--- src/rtl/cpu_interlock_pkg.sv ---
// Shared op codes, FSM state encoding and helpers for the pipeline interlock.
package cpu_interlock_pkg;

  localparam int CNT_W = 8;

  localparam logic [6:0] OP_NOP    = 7'h00;
  localparam logic [6:0] OP_ADD_L  = 7'h01;
  localparam logic [6:0] OP_SUB_L  = 7'h02;
  localparam logic [6:0] OP_LOAD_L = 7'h10;
  localparam logic [6:0] OP_MUL_L  = 7'h20;
  localparam logic [6:0] OP_DIV_L  = 7'h21;
  localparam logic [6:0] OP_UDIV_L = 7'h22;
  localparam logic [6:0] OP_MOD_L  = 7'h23;
  localparam logic [6:0] OP_UMOD_L = 7'h24;

  typedef enum logic [1:0] {
    RUN        = 2'd0,
    LOAD_STALL = 2'd1,
    MC_STALL   = 2'd2,
    FLUSH      = 2'd3
  } state_e;

  function automatic logic is_mul(input logic [6:0] op);
    return op == OP_MUL_L;
  endfunction

  function automatic logic is_div(input logic [6:0] op);
    return (op == OP_DIV_L) || (op == OP_UDIV_L) ||
           (op == OP_MOD_L) || (op == OP_UMOD_L);
  endfunction

endpackage

--- src/rtl/cpu_interlock_counter.sv ---
// Multicycle occupancy down counter: load, decrement (saturating at zero), hold.
// Exists only in builds with CPU_INTERLOCK_MULTICYCLE_EN defined.
`ifdef CPU_INTERLOCK_MULTICYCLE_EN
import cpu_interlock_pkg::*;

module cpu_interlock_counter (
  input  logic             clk_i,
  input  logic             rst_i,
  input  logic             load,
  input  logic             dec,
  input  logic [CNT_W-1:0] load_val,
  output logic [CNT_W-1:0] count,
  output logic             zero
);

  always_ff @(posedge clk_i) begin
    if (rst_i) begin
      count <= '0;
    end else if (load) begin
      count <= load_val;
    end else if (dec && (count != '0)) begin
      count <= count - 1'b1;
    end
  end

  assign zero = (count == '0);

endmodule
`endif

--- src/rtl/cpu_interlock.sv ---
// Pipeline interlock: load-use, branch flush and multicycle execute stalls.
// Multicycle mul/div support is built only with CPU_INTERLOCK_MULTICYCLE_EN.
import cpu_interlock_pkg::*;

module cpu_interlock #(
  parameter int MUL_CYCLES = 4,
  parameter int DIV_CYCLES = 32
) (
  input  logic       clk_i,
  input  logic       rst_i,
  input  logic [6:0] dx_op_i,
  input  logic       dx_load_i,
  input  logic [3:0] dx_load_reg_i,
  input  logic       fd_valid_i,
  input  logic [3:0] fd_riA_i,
  input  logic [3:0] fd_riB_i,
  input  logic       branch_flag_i,
  input  logic       mem_busy_i,
  output logic       stall_fetch_o,
  output logic       stall_decode_o,
  output logic       stall_execute_o,
  output logic       flush_decode_o,
  output logic       bubble_o,
  output logic       busy_o
);

  state_e state_q;
  logic   load_use;
  logic   mc_op;
  logic   cnt_zero;

  assign load_use = fd_valid_i && dx_load_i &&
                    ((dx_load_reg_i == fd_riA_i) || (dx_load_reg_i == fd_riB_i));

`ifdef CPU_INTERLOCK_MULTICYCLE_EN
  // The entry cycle in RUN counts as one, the zero-count release cycle as another.
  localparam logic [CNT_W-1:0] MUL_LOAD = CNT_W'(MUL_CYCLES - 2);
  localparam logic [CNT_W-1:0] DIV_LOAD = CNT_W'(DIV_CYCLES - 2);

  logic             cnt_load;
  logic             cnt_dec;
  logic [CNT_W-1:0] cnt_load_val;
  logic [CNT_W-1:0] mc_cnt;

  assign mc_op        = is_mul(dx_op_i) || is_div(dx_op_i);
  assign cnt_load_val = is_mul(dx_op_i) ? MUL_LOAD : DIV_LOAD;
  assign cnt_load     = (state_q == RUN) && !mem_busy_i && !branch_flag_i && mc_op;
  assign cnt_dec      = (state_q == MC_STALL) && !mem_busy_i && (mc_cnt != '0);

  cpu_interlock_counter u_counter (
    .clk_i    (clk_i),
    .rst_i    (rst_i),
    .load     (cnt_load),
    .dec      (cnt_dec),
    .load_val (cnt_load_val),
    .count    (mc_cnt),
    .zero     (cnt_zero)
  );
`else
  localparam int unused_cycles_cfg = MUL_CYCLES + DIV_CYCLES;
  logic unused_op;

  assign unused_op = ^dx_op_i;
  assign mc_op     = 1'b0;
  assign cnt_zero  = 1'b1;
`endif

  always_ff @(posedge clk_i) begin
    if (rst_i) begin
      state_q <= RUN;
    end else if (!mem_busy_i) begin
      case (state_q)
        RUN: begin
          if (branch_flag_i)  state_q <= FLUSH;
          else if (mc_op)     state_q <= MC_STALL;
          else if (load_use)  state_q <= LOAD_STALL;
          else                state_q <= RUN;
        end
        LOAD_STALL: state_q <= RUN;
        MC_STALL:   state_q <= cnt_zero ? RUN : MC_STALL;
        FLUSH:      state_q <= RUN;
        default:    state_q <= RUN;
      endcase
    end
  end

  // Same-cycle control: the stage sees the stall in the cycle the hazard appears.
  always_comb begin
    stall_fetch_o   = 1'b0;
    stall_decode_o  = 1'b0;
    stall_execute_o = 1'b0;
    flush_decode_o  = 1'b0;
    bubble_o        = 1'b0;
    busy_o          = 1'b0;
    if (!rst_i) begin
      busy_o = (state_q != RUN);
      if (mem_busy_i) begin
        stall_fetch_o   = 1'b1;
        stall_decode_o  = 1'b1;
        stall_execute_o = 1'b1;
      end else begin
        case (state_q)
          RUN: begin
            if (branch_flag_i) begin
              flush_decode_o = 1'b1;
              bubble_o       = 1'b1;
            end else if (mc_op) begin
              stall_fetch_o   = 1'b1;
              stall_decode_o  = 1'b1;
              stall_execute_o = 1'b1;
            end else if (load_use) begin
              stall_fetch_o  = 1'b1;
              stall_decode_o = 1'b1;
              bubble_o       = 1'b1;
            end
          end
          MC_STALL: begin
            if (!cnt_zero) begin
              stall_fetch_o   = 1'b1;
              stall_decode_o  = 1'b1;
              stall_execute_o = 1'b1;
            end
          end
          FLUSH: begin
            flush_decode_o = 1'b1;
            bubble_o       = 1'b1;
          end
          default: ;
        endcase
      end
    end
  end

endmodule

--- config.mk ---
export PLATFORM = sky130hd
export DESIGN_NAME = cpu_interlock
export DESIGN_NICKNAME = d
export VERILOG_FILES = /design/src/rtl/cpu_interlock_pkg.sv /design/src/rtl/cpu_interlock_counter.sv /design/src/rtl/cpu_interlock.sv
export SDC_FILE = /design/constraint.sdc
export NUM_CORES = 1
export LEC_CHECK = 0
export CAP_MARGIN = 15
export CORE_AREA = 5 5 42 44
export DETAILED_ROUTE_END_ITERATION = 6
export DIE_AREA = 0 0 47 49
export GPL_TIMING_DRIVEN = 0
export PLACE_DENSITY = 0.67
export SKIP_LAST_GASP = 1
export SLEW_MARGIN = 20
export SYNTH_ARGS = -nofsm -noshare
export SYNTH_HDL_FRONTEND = slang
export SYNTH_SLANG_ARGS = --single-unit
--- constraint.sdc ---
create_clock -name clk_i -period 1.5 [get_ports clk_i]
set_input_delay 0.375 -clock clk_i [delete_from_list [all_inputs] [get_ports clk_i]]
set_output_delay 0.375 -clock clk_i [all_outputs]
set_load 0.01 [all_outputs]
==> results.sh <==
export IMPL_rr_endpoint="state_q[0]"
export IMPL_hold_viol_final=0
export IMPL_regMostFlops="state_q"
export IMPL_synth_nets=68
export IMPL_yosysTopAreaCellShare_pct=24.67
export IMPL_grt_overflow=0
export IMPL_synthArstFlopShare_pct=0
export IMPL_fin_crit_ns=1.909
export IMPL_start_kind="input pin"
export IMPL_grt_max_degree=9
export IMPL_netlist_area_um2=284.0
export IMPL_cts_tree="built"
export IMPL_fin_total_pwr_mw=0.3336
export IMPL_yosysSeqAreaShare_pct=14.10
export IMPL_drc=0
export IMPL_placedCellCount=78
export IMPL_cts_sinks=2
export IMPL_wl_per_cell_um=11.46
export IMPL_worst_slew_pin_slew_ns=0.4848
export IMPL_cts_buffers=3
export IMPL_syn_inst=40
export IMPL_clock_skew_ns=0.0004987
export IMPL_die_w_um=47
export IMPL_p_leak_nw=0.2844
export IMPL_slew_headroom_pct=67.68
export IMPL_combPwrFrac_pct=45.0
export IMPL_dieArea_um2=2303
export IMPL_cp_end_kind="output port"
export IMPL_cts_max_path_buffers=2
export IMPL_status="complete, but fails checks"
export IMPL_antenna_cells=0
export IMPL_cts_htree_levels=1
export IMPL_synthFlopType="dfxtp_1"
export IMPL_rsz0062_at_grt="yes"
export IMPL_arrival_ns=1.53
export IMPL_clock_fmax_ghz=0.5239
export IMPL_syn_to_final_growth_pct=112.8
export IMPL_crit_chain="buf_6, xor2_2, nor4_2, o211ai_1, buf_4, o22ai_4, buf_6, buf_6"
export IMPL_max_stage_delay_ns=0.27
export IMPL_ys_types=18
export IMPL_maxSlewViolCount=0
export IMPL_period_share_pct=127.3
export IMPL_final_nets=99
export IMPL_setup_viol=5
export IMPL_r2r_slack_ns=0.49
export IMPL_holdPathStages=2
export IMPL_pin_count=31
export IMPL_path_class="in2out"
export IMPL_netlist_top_cells_area="xor2_1, dfxtp_1, ha_1"
export IMPL_ys_top_cells_by_count="xor2_1, nor2_1, a21oi_1"
export IMPL_p_clk_share_pct=37.0
export IMPL_totalWireLength_um=974
export IMPL_synth_edf_count=0
export IMPL_vdd_drop_max_v=0.0002010
export IMPL_setup_slack_ns=-0.4088
export IMPL_power_frac_seq_pct=18.1
export IMPL_first_iter_violations=1
export IMPL_r2r_start="state_q[1]"
export IMPL_coreArea_um2=1401
export IMPL_top_regs="state_q: 2 flops"
export IMPL_dr_pass1_iters=2
export IMPL_grt_pass1_wl_mm=1.352
export IMPL_gr_usage_all_layers_pct=8.368
export IMPL_p_sw_mw=0.1040
export IMPL_crit_path_frequent_cell="buf_6"
export IMPL_intPower_mw=0.2295
export IMPL_root_buffer="clkbuf_4"
export IMPL_clock_latency_ns=0.23
export IMPL_largest_register_ffs=2
export IMPL_crit_path_end="stall_fetch_o"
export IMPL_switching_share_pct=31.19
export IMPL_first_global_vias=392
export IMPL_synth_warning_count=0
export IMPL_gp_congestion=0.7529
export IMPL_clkTransAtPathRegs_ns=0.03
export IMPL_yosysMostFrequentCell="xor2_1"
export IMPL_num_vias=383
export IMPL_cp_startpoint="fd_riA_i[2]"
export IMPL_hpwlAfterDp_um=665.2
export IMPL_cap_violations=0
export IMPL_drive_above_1_share_pct=53.62
export IMPL_viasPerCell=4.506
export IMPL_r2r_cells=5
export IMPL_yosys_area_top_type="xor2_1"
export IMPL_ant_nets=0
export IMPL_violations="setup timing"
export IMPL_slowest_stage="nor4_2"
export IMPL_p_per_area_nw_per_um2=552.0
export IMPL_io_buffer_count=22
export IMPL_start_util_pct=20.27
export IMPL_rows=14
export IMPL_synth_seq_cells=2
export IMPL_hp_class="in2reg"
export IMPL_critPathRequiredTime_ns=1.12
export IMPL_syn_avg_cell_area_um2=7.101
export IMPL_final_cell_count_no_fill=85
export IMPL_cp_max_fo=2
export IMPL_die_h_um=49
export IMPL_antenna_found_initial=0
## through the flow
step / hold WS [ns] / setup WS [ns] / utilization (%) / setup TNS (ns) / instance area, um^2
CTS: 0.4995 / -0.4235 / 40.36 / -1.248 / 565.5
global route: 0.5872 / -0.5219 / 43.13 / -1.616 / 604.3
finish: 0.5511 / -0.4088 / 43.13 / -1.195 / 604.3
detailed placement: 0.5164 / -1.132 / 37.86 / -4.851 / 530.5
floorplan: 0.4756 / -0.1450 / - / -0.1992 / 290.3
global placement: 0.5097 / -1.114 / 37.86 / -4.806 / 530.5
## per-layer routing
| layer | GRT usage (%) | routed length (um) |
|---|---|---|
| met4 | 8.756 | 18 |
| met5 | 0 | 0 |
| met2 | 13.12 | 499 |
| met3 | 4.797 | 157 |
| met1 | 6.346 | 298 |
## cells in the final DEF (no fill, tap or decap)
cell type,instances
inv_2,2
ha_4,1
clkdlybuf4s50_1,2
nor2_1,6
clkdlybuf4s15_1,1
ha_1,2
dlymetal6s2s_1,1
inv_1,1
nand2_1,2
a21oi_1,3
and3_1,1
nor4bb_1,1
a21oi_2,1
o21ai_1,1
buf_2,9
buf_4,5
clkbuf_2,1
nor4_2,1
clkdlybuf4s15_2,2
o211ai_1,1
clkbuf_1,1
dfxtp_2,2
clkbuf_4,3
o21ai_0,1
nor4_1,1
xor2_1,6
buf_6,6
o22ai_4,1
xor2_2,2
nor2b_1,1
nor3_4,1
## cells by family after synthesis
| family | synth area share, % |
|---|---|
| buf+inv | 7.929 |
| flops | 14.10 |
| xor+xnor | 24.67 |
| simple gates | 24.67 |
| compound gates | 15.42 |
| fa+ha+maj | 13.22 |
## worst min path at each step
| stage | from | end | slack (ns) |
|---|---|---|---|
| floorplan | state_q[0] | state_q[0] | 0.48 |
| global placement | state_q[1] | state_q[1] | 0.51 |
| detailed placement | state_q[0] | state_q[0] | 0.52 |
| CTS | rst_i | state_q[1] | 0.50 |
| global route | rst_i | state_q[1] | 0.59 |
| finish | rst_i | state_q[1] | 0.55 |
## worst max-delay path: cells and delay by family
family	cells	cell delay, ns
AO/OA/AOI/OAI	2	0.26
XOR/XNOR	1	0.16
AND/OR/NAND/NOR	1	0.27
buffers and inverters	4	0.45
## repair_timing
item,in CTS,in global routing
pin swaps,14,6
endpoints found under the setup margin,6,4
setup buffers,4,0
gates cloned,0,0
gates resized for setup,74,11
hold buffers,0,0
## area by class of cell
type	instances	area (um^2)
Fill cell	159	797.0
Multi-Input combinational cell	33	284.0
Timing Repair Buffer	26	209.0
Sequential cell	2	42.54
Clock buffer	3	22.52
Tap cell	16	20.02
Buffer	2	15.01
Inverter	3	11.26
## power groups by stage
| stage | clock, mW | sequential, mW | combinational, mW |
|---|---|---|---|
| after global placement | 0 | 0.0605 | 0.129 |
| after detailed placement | 0 | 0.0606 | 0.130 |
| final | 0.123 | 0.0603 | 0.150 |
| after CTS | 0.129 | 0.0603 | 0.132 |
| after global routing | 0.128 | 0.0605 | 0.163 |
| after floorplan | 0 | 0.0600 | 0.0564 |
(Power assumes the default switching activity.)
==> RTL edit (same settings) <==
Add a define of `CPU_INTERLOCK_MULTICYCLE_EN`.
--- a/src/rtl/cpu_interlock_counter.sv
+++ b/src/rtl/cpu_interlock_counter.sv
@@ -2,2 +2,4 @@
 // Exists only in builds with CPU_INTERLOCK_MULTICYCLE_EN defined.
+`define CPU_INTERLOCK_MULTICYCLE_EN
+
 `ifdef CPU_INTERLOCK_MULTICYCLE_EN
Behaviour: not the same (Yosys sat finds a counterexample within 4 cycles, from zero or initial values and one cycle with rst_i high).
==> RTL edit against the unedited design <==
  * The run now fails in clock tree synthesis (4_1_cts)
  * Area after synthesis grew to 3.0 times the old value
==> RTL edit: results (changes against the unedited design) <==
| Metric | Value |
|---|---|
| Outcome | `stopped before the end` |
| Last stage | `clock tree synthesis (4_1_cts)` |
| Err | `[ERROR DPL-0038] Utilization greater than 100%, impossible to legalize` |
| Synth top cells by count | `12 x nor2_1, 10 x dfxtp_1` |
| Synth area leaders | `dfxtp_1 24%, ha_1 7.4%, xnor2_1 7.3%` |
| Dpl cell area | `1180 µm² (+120%)` |
| Post-CTS Setup Bufs | `27 (+23)` |
| Post-synthesis sequential area ratio | `0.237 (+0.0964)` |
| Max Root-Sink Buffers | `2 (unchanged)` |
| Clk sinks | `10 (+8)` |
| GP Congestion | `0.909 (+21%)` |
| Port buffer count | `28 (+27%)` |
| Synth unique cells | `39 (+21)` |
| Num CTS Buffers | `3 (unchanged)` |
| Synth Flop Type | `dfxtp_1` |
| Yosys warnings | `0 (unchanged)` |
| Syn avg cell area | `8.03 µm² (+13%)` |
| Hpwl dp | `1.83 mm (+180%)` |
| Post_cts resized | `92 (+24%)` |
| Clock H-tree levels | `1 (unchanged)` |
| CTS root buffer | `clkbuf_4` |
| Synth async-reset ratio | `0 (unchanged)` |
| Post-synth net total | `135 (+99%)` |
## RTL edit: cell types whose count changed after synthesis, moves of 3 or more
cell,delta
or3_1,+4
xnor2_1,+7
nor2_1,+6
xor2_1,-4
nand2_1,+5
nand4_1,+3
a21oi_1,+3
o21ai_0,+4
inv_1,+4
dfxtp_1,+8
## RTL edit: kinds of logic after synthesis
group,after synthesis,synth area share
flops,10,0.237
xor+xnor,11,0.114
simple gates,42,0.289
buf+inv,12,0.0593
compound gates,25,0.226
fa+ha+maj,5,0.0742
## RTL edit: metrics by stage
stage	worst slack, ns	std cells
after floorplan	-0.517	105
after global placement	-1.34	149
after detailed placement	-1.38	149
